`src/rtl/arm7tdmi_pkg.sv`:
```
`default_nettype none
// ============================================================================
// Module      : arm7tdmi_pkg
// Description : Shared types and constants for the ARM7TDMI prefetch unit.
// Revision    : 1.0 - initial release
// ============================================================================
package arm7tdmi_pkg;

    localparam int DEFAULT_PREFETCH_DEPTH = 4;

    typedef enum logic [1:0] {
        ST_IDLE    = 2'd0,
        ST_BUSY    = 2'd1,
        ST_DISCARD = 2'd2
    } fetch_state_t;

    typedef struct packed {
        logic [31:0] instr;
        logic [31:0] pc;
        logic        thumb;
    } fetch_entry_t;

    // A Thumb fetch reads a whole word; the halfword is picked by address bit 1.
    function automatic logic [31:0] thumb_select(input logic [31:0] word, input logic half_hi);
        return half_hi ? {16'h0000, word[31:16]} : {16'h0000, word[15:0]};
    endfunction

endpackage
`default_nettype wire

```
`src/rtl/arm7tdmi_fifo.sv`:
```
`default_nettype none
// ============================================================================
// Module      : arm7tdmi_fifo
// Description : Power-of-two depth FIFO with synchronous clear and
//               simultaneous push/pop, used as the prefetch queue.
// Revision    : 1.0 - initial release
// ============================================================================
module arm7tdmi_fifo #(
    parameter int WIDTH = 65,
    parameter int DEPTH = 4
) (
    input  logic                   clk,
    input  logic                   rst,
    input  logic                   i_clr,
    input  logic                   i_push,
    input  logic [WIDTH-1:0]       i_data,
    input  logic                   i_pop,
    output logic [WIDTH-1:0]       o_data,
    output logic                   o_empty,
    output logic [$clog2(DEPTH):0] o_count
);

    localparam int              c_AW   = $clog2(DEPTH);
    localparam int              c_CW   = c_AW + 1;
    localparam logic [c_CW-1:0] c_FULL = c_CW'(DEPTH);

    logic [WIDTH-1:0] r_mem [DEPTH];
    logic [c_AW-1:0]  r_wr_ptr;
    logic [c_AW-1:0]  r_rd_ptr;
    logic [c_CW-1:0]  r_count;
    logic             w_do_push;
    logic             w_do_pop;

    // A pop in the same cycle frees the slot a full-queue push needs.
    assign w_do_pop  = i_pop && (r_count != '0);
    assign w_do_push = i_push && ((r_count != c_FULL) || w_do_pop);

    always_ff @(posedge clk) begin
        if (rst || i_clr) begin
            r_wr_ptr <= '0;
            r_rd_ptr <= '0;
            r_count  <= '0;
        end else begin
            if (w_do_push) begin
                r_wr_ptr <= r_wr_ptr + c_AW'(1);
            end
            if (w_do_pop) begin
                r_rd_ptr <= r_rd_ptr + c_AW'(1);
            end
            r_count <= r_count + c_CW'(w_do_push) - c_CW'(w_do_pop);
        end
    end

    always_ff @(posedge clk) begin
        if (w_do_push && !i_clr) begin
            r_mem[r_wr_ptr] <= i_data;
        end
    end

    assign o_data  = r_mem[r_rd_ptr];
    assign o_empty = (r_count == '0);
    assign o_count = r_count;

endmodule
`default_nettype wire

```
`src/rtl/arm7tdmi_prefetch.sv`:
```
`default_nettype none
// ============================================================================
// Module      : arm7tdmi_prefetch
// Description : ARM/Thumb instruction prefetch unit with a single outstanding
//               memory request, branch/flush redirect and a decode queue.
// Revision    : 1.0 - initial release
// ============================================================================
module arm7tdmi_prefetch
    import arm7tdmi_pkg::*;
#(
    parameter int          DEPTH        = DEFAULT_PREFETCH_DEPTH,
    parameter logic [31:0] RESET_VECTOR = 32'h0000_0000
) (
    input  logic        clk,
    input  logic        rst,
    input  logic        fetch_en,
    input  logic        thumb_mode,
    input  logic        flush,
    input  logic        branch_taken,
    input  logic [31:0] branch_target,
    output logic [31:0] mem_addr,
    output logic        mem_re,
    input  logic [31:0] mem_rdata,
    input  logic        mem_ready,
    output logic [31:0] instruction,
    output logic [31:0] pc_out,
    output logic        instr_thumb,
    output logic        instr_valid,
    input  logic        instr_ready
);

    localparam int              c_CW    = $clog2(DEPTH) + 1;
    localparam logic [c_CW-1:0] c_DEPTH = c_CW'(DEPTH);

    fetch_state_t    r_state;
    fetch_state_t    w_state_next;
    logic [31:0]     r_fa;
    logic [31:0]     r_req_fa;
    logic            r_req_thumb;
    logic            w_redirect;
    logic            w_issue;
    logic            w_push;
    logic            w_pop;
    logic            w_empty;
    logic [c_CW-1:0] w_count;
    logic [31:0]     w_step;
    logic [31:0]     w_target;
    fetch_entry_t    w_push_entry;
    fetch_entry_t    w_head;

    assign w_redirect = flush | branch_taken;
    assign w_step     = thumb_mode ? 32'd2 : 32'd4;
    assign w_target   = branch_target & (thumb_mode ? 32'hFFFF_FFFE : 32'hFFFF_FFFC);

    always_ff @(posedge clk) begin
        if (rst) begin
            r_state <= ST_IDLE;
        end else begin
            r_state <= w_state_next;
        end
    end

    // Issue is only considered from IDLE, so nothing is outstanding and the
    // queue count alone bounds the credit.
    always_comb begin
        w_state_next = r_state;
        w_issue      = 1'b0;
        w_push       = 1'b0;
        case (r_state)
            ST_IDLE: begin
                if (fetch_en && !w_redirect && (w_count < c_DEPTH)) begin
                    w_issue      = 1'b1;
                    w_state_next = ST_BUSY;
                end
            end
            ST_BUSY: begin
                if (mem_ready) begin
                    w_push       = !w_redirect;
                    w_state_next = ST_IDLE;
                end else if (w_redirect) begin
                    w_state_next = ST_DISCARD;
                end
            end
            ST_DISCARD: begin
                if (mem_ready) begin
                    w_state_next = ST_IDLE;
                end
            end
            default: begin
                w_state_next = ST_IDLE;
            end
        endcase
    end

    always_ff @(posedge clk) begin
        if (rst) begin
            r_fa        <= RESET_VECTOR;
            r_req_fa    <= '0;
            r_req_thumb <= 1'b0;
        end else if (flush) begin
            r_fa <= RESET_VECTOR;
        end else if (branch_taken) begin
            r_fa <= w_target;
        end else if (w_issue) begin
            r_fa        <= r_fa + w_step;
            r_req_fa    <= r_fa;
            r_req_thumb <= thumb_mode;
        end
    end

    assign mem_re   = (r_state != ST_IDLE);
    assign mem_addr = mem_re ? {r_req_fa[31:2], 2'b00} : 32'h0000_0000;

    always_comb begin
        w_push_entry.instr = r_req_thumb ? thumb_select(mem_rdata, r_req_fa[1]) : mem_rdata;
        w_push_entry.pc    = r_req_fa;
        w_push_entry.thumb = r_req_thumb;
    end

    assign w_pop = instr_valid & instr_ready;

    arm7tdmi_fifo #(
        .WIDTH ($bits(fetch_entry_t)),
        .DEPTH (DEPTH)
    ) u_fifo (
        .clk     (clk),
        .rst     (rst),
        .i_clr   (w_redirect),
        .i_push  (w_push),
        .i_data  (w_push_entry),
        .i_pop   (w_pop),
        .o_data  (w_head),
        .o_empty (w_empty),
        .o_count (w_count)
    );

    assign instr_valid = !w_empty;
    assign instruction = instr_valid ? w_head.instr : 32'h0000_0000;
    assign pc_out      = instr_valid ? w_head.pc    : 32'h0000_0000;
    assign instr_thumb = instr_valid & w_head.thumb;

endmodule
`default_nettype wire

```
`config.mk`:
```
export PLATFORM = sky130hd
export DESIGN_NAME = arm7tdmi_prefetch
export DESIGN_NICKNAME = d
export VERILOG_FILES = /design/src/rtl/arm7tdmi_pkg.sv /design/src/rtl/arm7tdmi_fifo.sv /design/src/rtl/arm7tdmi_prefetch.sv
export SDC_FILE = /design/constraint.sdc
export NUM_CORES = 1
export LEC_CHECK = 0
export CAP_MARGIN = 10
export CORE_MARGIN = 1.5
export CORE_UTILIZATION = 36
export DETAILED_ROUTE_END_ITERATION = 12
export GPL_ROUTABILITY_DRIVEN = 0
export GPL_TIMING_DRIVEN = 0
export PLACE_DENSITY = 0.63
export RECOVER_POWER = 50
export SKIP_LAST_GASP = 1
export SYNTH_ARGS = -nofsm -noshare
export SYNTH_HDL_FRONTEND = slang
export SYNTH_HIERARCHICAL = 1
export SYNTH_SLANG_ARGS = --single-unit
```
`constraint.sdc`:
```
create_clock -name clk -period 7 [get_ports clk]
set_input_delay 0.7 -clock clk [delete_from_list [all_inputs] [get_ports clk]]
set_output_delay 0.7 -clock clk [all_outputs]
set_load 0.03 [all_outputs]
```
# Yosys cells after proc, flatten, opt, wreduce, memory -nomap -nowiden
# Memory sizes are Yosys's and may differ from the RTL's. A register that Yosys moved wholly into a read port is not among the register bits.
# Index checks and enable logic that the tools add are counted.
totals:
  reg_bits: 74
  latch_bits: 0
  ramBits: 260
  mem_count: 1
  in_bits: 72
  mem_bits_ro: 0
  wordCells: 65
op_classes:
  n_addsub: 5
  n_div: 0
  magnitude_cmp: 1
  eq_ne: 6
  n_mul: 0
  n_reduce_logical: 17
  shifts: 0
  bitwise_logic: 6
  n_mux: 22
memory_table:
  columns: ["name", "words", "width", "read_ports", "rd_clocked_by_memory_dff", "wr", "line", "text"]
  rows:
  - ["u_fifo.r_mem", 4, 65, 1, 1, 1, "arm7tdmi_fifo.sv:27", "logic [WIDTH-1:0] r_mem [DEPTH];"]
ops:
  columns: ["cell", "n"]
  rows:
  - ["2-to-1 mux 32 bit", 6]
  - ["adder 32 x 3 -> 32 bit", 1]
  - ["AND 32 bit", 1]
  - ["2-to-1 mux 16 bit", 1]
  - ["2-to-1 mux 2 bit", 7]
  - ["2-to-1 mux 1 bit", 6]
  - ["one-hot mux 2 bit (3 select lines)", 1]
  - ["AND reduction 3 bit", 2]
  - ["logical AND 1 bit", 5]
  - ["adder 2 x 1 -> 2 bit, second input constant", 2]
  - ["!= test 2 bit, second input constant", 2]
  - ["nonzero test 2 bit", 2]
  - ["adder 3 x 1 -> 3 bit", 1]
  - ["logical NOT 3 bit", 1]
  - ["< comparator 3 bit, second input constant", 1]
  - ["2-to-1 mux 3 bit", 1]
  - ["!= test 3 x 2 -> 1 bit, second input constant", 1]
  - ["!= test 3 bit, second input constant", 1]
  - ["nonzero test 3 bit", 1]
  - ["subtractor 3 x 1 -> 3 bit", 1]
  - ["AND 1 bit", 2]
  - ["== test 2 x 1 -> 1 bit, second input constant", 1]
  - ["== test 2 bit, second input constant", 1]
  - ["logical NOT 1 bit", 2]
  - ["other kinds (5)", 7]

# Logic depth before layout (Yosys ltp)
logic_depth:
  ltp_word: 9
  depth_mapped: 12
  mapped_depth_nobuf: 11

# Hierarchy
# Netlist, hierarchy kept.
by_module_without_submodules:
  columns: ["module", "instances", "area_per_inst_um2", "seq_area_each_um2", "cells_each"]
  rows:
  - ["arm7tdmi_fifo", 1, 9860.7, 7987.7, 386]
  - ["arm7tdmi_prefetch", 1, 4129.0, 1301.2, 549]

# Worst setup path after synthesis
# Ideal clock, no wire load.
synth_path:
  path_type: "input port to flip-flop"
  start: "in branch_taken"
  end: "mem u_fifo.r_mem[1][0] (enable)"
  stages: 4
  setup_ns: 0.582
  setup_slack_ns: 0.432
  n_path_buf: 0
  arrival_ns: 5.986
  path_cell_list: "nor2_1 > and4b_1 > nand2_4 > nor3b_1"
synth_between:
  elab_chain_cells: 8
synth_lines:
  columns: ["item", "line", "text"]
  rows:
  - ["from (decl)", "arm7tdmi_prefetch.sv:19", "input logic branch_taken,"]
  - ["OR 1 bit", "arm7tdmi_prefetch.sv:51", "assign w_redirect = flush | branch_taken;"]
  - ["logical NOT 1 bit", "arm7tdmi_prefetch.sv:78", "w_push = !w_redirect;"]
  - ["2-to-1 mux 1 bit", "arm7tdmi_prefetch.sv:77", "if (mem_ready) begin"]
  - ["2-to-1 mux 1 bit", "arm7tdmi_prefetch.sv:69", "case (r_state)"]
  - ["net w_push", "arm7tdmi_prefetch.sv:42", "logic w_push;"]
  - ["logical AND 1 bit", "arm7tdmi_fifo.sv:36", "assign w_do_push = i_push && ((r_count != c_FULL) || w_do_pop);"]
  - ["logical AND 1 bit", "arm7tdmi_fifo.sv:55", "if (w_do_push && !i_clr) begin"]
  - ["2-to-1 mux 1 bit", "arm7tdmi_fifo.sv:55", null]
  - ["2-to-1 mux 1 bit (implied by the code)", "arm7tdmi_fifo.sv:56", "r_mem[r_wr_ptr] <= i_data;"]
  - ["to (decl)", "arm7tdmi_fifo.sv:27", null]
# The timed path passes the listed nets, and every way through them passes these cells.

# Final worst setup path
layout_path:
  start: "reg u_fifo.r_count[2], in the netlist u_fifo/o_count[2]"
  end: "out pc_out[19]"
layout_between:
  elab_chain_cells: 2
layout_lines:
  columns: ["item", "line", "text"]
  rows:
  - ["from (decl)", "arm7tdmi_fifo.sv:30", "logic [c_CW-1:0] r_count;"]
  - ["from (signal assigned)", "arm7tdmi_fifo.sv:50", "r_count <= r_count + c_CW'(w_do_push) - c_CW'(w_do_pop);"]
  - ["logical NOT 3 bit", "arm7tdmi_fifo.sv:61", "assign o_empty = (r_count == '0);"]
  - ["net w_empty", "arm7tdmi_prefetch.sv:44", "logic w_empty;"]
  - ["2-to-1 mux 32 bit", "arm7tdmi_prefetch.sv:139", "assign pc_out = instr_valid ? w_head.pc : 32'h0000_0000;"]
  - ["to (decl)", "arm7tdmi_prefetch.sv:26", "output logic [31:0] pc_out,"]
# The timed path passes the listed nets, and every way through them passes these cells.

==> qor.csv <==
metric;value;unit
outcome;complete, no violations;
routed_wirelength;34.6;mm
finish.utilization;46.4;%
synthCells;935;
post_cts_resized;0;
nFillCells;3461;
cts_tree;yes;
slowest_delay;0.63;ns
startpoint_type;flip-flop;
holdBufCountCts;0;
crit_top_cell;clkbuf_1;
clkSlewWorstSetupHoldPaths;0.06;ns
p_int;3.33;mW
clkPwrFrac;45.5;%
switchingPower;845;µW
grt_pass1_vias;8809;
maxSlewHeadroom;5.15;%
critPathKind;flip-flop to output port;
die_height;200;µm
clock_path_buffers;3;
antenna_left;0;
syn-cell-area;14000;µm²
cp_num_buf_inv;3;
power_density;234;nW/µm²
p_comb_share;3.1;%
cpLargestDelayFamily;buffers and inverters;
async_flop_share;0;%
irDropWorstVdd;0.117;mV
clock_latency;0.52;ns
r2r_slack;3.30;ns
p_total;4.17;mW
via_per_inst;5.08;
drive_gt1_share;15.6;%
initial_utilization;36.4;%
seq_power_share;51.4;%
synthToLayoutAreaGrowth;27.6;%
routedWlPerCell;20.1;µm
cp.required;6.30;ns
synth-edff-count;260;
tightest_slew;1.42;ns
hold_class;flip-flop to flip-flop;
crit_fanout;10;
yosys_most_used_dff;edfxtp_1;
clock_skew;0.0185;ns
leakage;5.87;nW
holdPathEnd;r_req_fa[1];
finalSetupViolCount;0;
antenna_found_initial;0;
fmax;0.249;GHz
final_period_minus_worst_setup_slack;4.02;ns
reg2reg_to;u_fifo/o_count[2];
r2r_cells;12;
clock_sinks;334;
grt_max_degree;14;
end_kind;output port;
nets;1257;
setup_ws;2.98;ns
crit_path_cell_trace;nor3_1 -> clkbuf_1 -> clkbuf_1 -> nor2b_1 -> clkdlybuf4s50_1;
drt_iter0_drc;644;
worstHoldStart;r_fa[1];
die-area;40100;µm²
swShare;20.3;%
port_buffers;167;
finalCritPeriodShare;57.4;%
htree_levels;2;
min_path_cells;2;
finalMaxSlewViolations;0;
rsz0062_at_grt;false;
synth_seq_cells;334;
syn_area_per_cell;15.0;µm²
grt_pass1_wl;52.8;mm
cts_buffers;37;
overflow;0;
critPathArrivalTime;3.32;ns
antenna_cells;0;
yosysSeqAreaShare;66.4;%
num_io_pins;171;
core_area;38500;µm²
place_worst_setup_slack;3.32;ns
yosys_warnings;6;
cts-root-buf;clkbuf_16;
regToRegStartpoint;u_fifo/o_count[2];
grtUsageTotal;17.1;%
max_cap_violations;0;
drc;0;
via_count;8731;
dieWidth;200;µm
yosysUniqueCellTypes;61;
post_cts_buffers;0;
first_pass_iters;5;
place_inst;1655;
cp_slowest_cell;clkdlybuf4s50_1;
post-dp-hpwl;24.1;mm
final_cells;1719;
finalHoldViolCount;0;
num_rows;72;
worst register-to-register path, delay by kind of cell, from the launching register on:
kind | cells | cell delay (ns)
xor+xnor | 3 | 0.46
simple gates | 5 | 1.61
fa+ha+maj | 2 | 0.55
buf+inv | 2 | 0.60
flops | 1 | 0.39
synthesized netlist by cell type, types with 4 or more instances:
| cell | n | area share, % |
|---|---|---|
| o311ai_0 | 4 | 0.25 |
| nor4_1 | 8 | 0.36 |
| mux2_2 | 19 | 1.5 |
| edfxtp_1 | 260 | 56 |
| nor3b_1 | 4 | 0.21 |
| nor2b_1 | 112 | 5.0 |
| mux4_2 | 65 | 10 |
| ha_1 | 7 | 0.63 |
| xor2_1 | 4 | 0.25 |
| nand3_1 | 15 | 0.54 |
| a31oi_1 | 14 | 0.63 |
| o31a_1 | 4 | 0.25 |
| dfxtp_1 | 74 | 11 |
| nor3_1 | 10 | 0.36 |
| or3_1 | 5 | 0.22 |
| o21ai_1 | 4 | 0.14 |
| a22oi_1 | 5 | 0.27 |
| and2_1 | 6 | 0.27 |
| buf_2 | 9 | 0.32 |
| nor2_1 | 22 | 0.59 |
| o21bai_1 | 4 | 0.21 |
| inv_1 | 12 | 0.32 |
| and3_1 | 4 | 0.18 |
| clkbuf_1 | 33 | 0.89 |
| o21ai_0 | 9 | 0.32 |
| nand4_1 | 9 | 0.40 |
| buf_6 | 9 | 0.72 |
| nand2_1 | 93 | 2.5 |
| a21oi_1 | 63 | 2.3 |
logic make-up (layout without fill, tap and decap cells):
family	after synthesis	after routing	synth area share, %
other	1	6	0.0268
adder cells (fa/ha/maj)	9	9	0.912
AO/OA/AOI/OAI	116	116	4.91
AND/OR/NAND/NOR	311	311	12.3
flip-flops	334	334	66.4
buffers and inverters	68	329	2.58
multiplexers	89	89	12.4
XOR/XNOR	7	7	0.492
cell usage in the layout, fill, tap and decap left out, types with 6 or more instances in the layout:
cell and n:
buf_2 9, nor2_1 22, clkinv_2 7, nor4_1 8
buf_8 9, clkbuf_1 39, nand3_1 15, nand2_1 94
mux2_1 18, nor2b_1 112, edfxtp_1 260, o21ai_0 13
buf_6 26, nand4_1 9, mux4_2 65, inv_1 12
a21oi_1 63, clkbuf_16 41, clkdlybuf4s50_1 164, nor3_1 11
ha_1 7, conb_1 6, a31oi_1 14, dfxtp_1 74
power groups by stage:
stage	clock [mW]	sequential [mW]	combinational, mW
global placement	0	2.19	0.129
global route	2.02	2.14	0.141
floorplan	0	2.18	0.0599
CTS	1.94	2.14	0.132
finish	1.90	2.14	0.131
detailed placement	0	2.19	0.131
final cells by class:
cell class | count | area [µm²] | area share [%]
Inverter | 12 | 45.0 | 0.252
Buffer | 56 | 315 | 1.77
Timing Repair Buffer | 197 | 2020 | 11.3
Tap cell | 518 | 648 | 3.63
Sequential cell | 334 | 9290 | 52.0
Multi-Input combinational cell | 538 | 4330 | 24.3
Clock buffer | 48 | 1090 | 6.12
Clock inverter | 16 | 111 | 0.624
worst max-delay path by stage:
| stage | end | cells after the start | from |
|---|---|---|---|
| 3_3_place_gp | u_fifo/r_mem[0][14] | 5 | branch_taken |
| 6_report | pc_out[19] | 5 | u_fifo/o_count[2] |
| 3_5_place_dp | pc_out[19] | 5 | u_fifo/o_count[2] |
| 5_1_grt | pc_out[20] | 5 | u_fifo/o_count[2] |
| 4_1_cts | pc_out[19] | 5 | u_fifo/o_count[2] |
| 2_1_floorplan | u_fifo/r_mem[1][0] | 4 | branch_taken |
routing by layer:
layer / wire [µm] / GRT usage [%] / share of wire (%) / vias to the layer above
met5: 0 / 0 / 0 / -
met4: 598 / 3.98 / 1.7 / 0
met3: 2150 / 3.27 / 6.2 / 48
met2: 16700 / 28.2 / 48 / 307
met1: 15200 / 23.3 / 44 / 4353
li1: - / - / - / 4023
per-stage QoR:
stage	setup TNS, ns	area (µm²)	hold WS, ns
floorplan	0	14000	0.446
global placement	-1165.97	16300	0.468
detailed placement	0	16700	0.465
CTS	0	17900	0.473
global route	0	17800	0.522
finish	0	17800	0.475
state kept, by name (all words and copies together) (netlist names), named ones only:
name             cells
u_fifo/r_wr_ptr      2
r_req_thumb          1
r_fa                31
r_state              2
r_req_fa            31
u_fifo/o_count       3
u_fifo/r_rd_ptr      2
u_fifo/r_mem       260
Power figures use the tool's default switching activity.
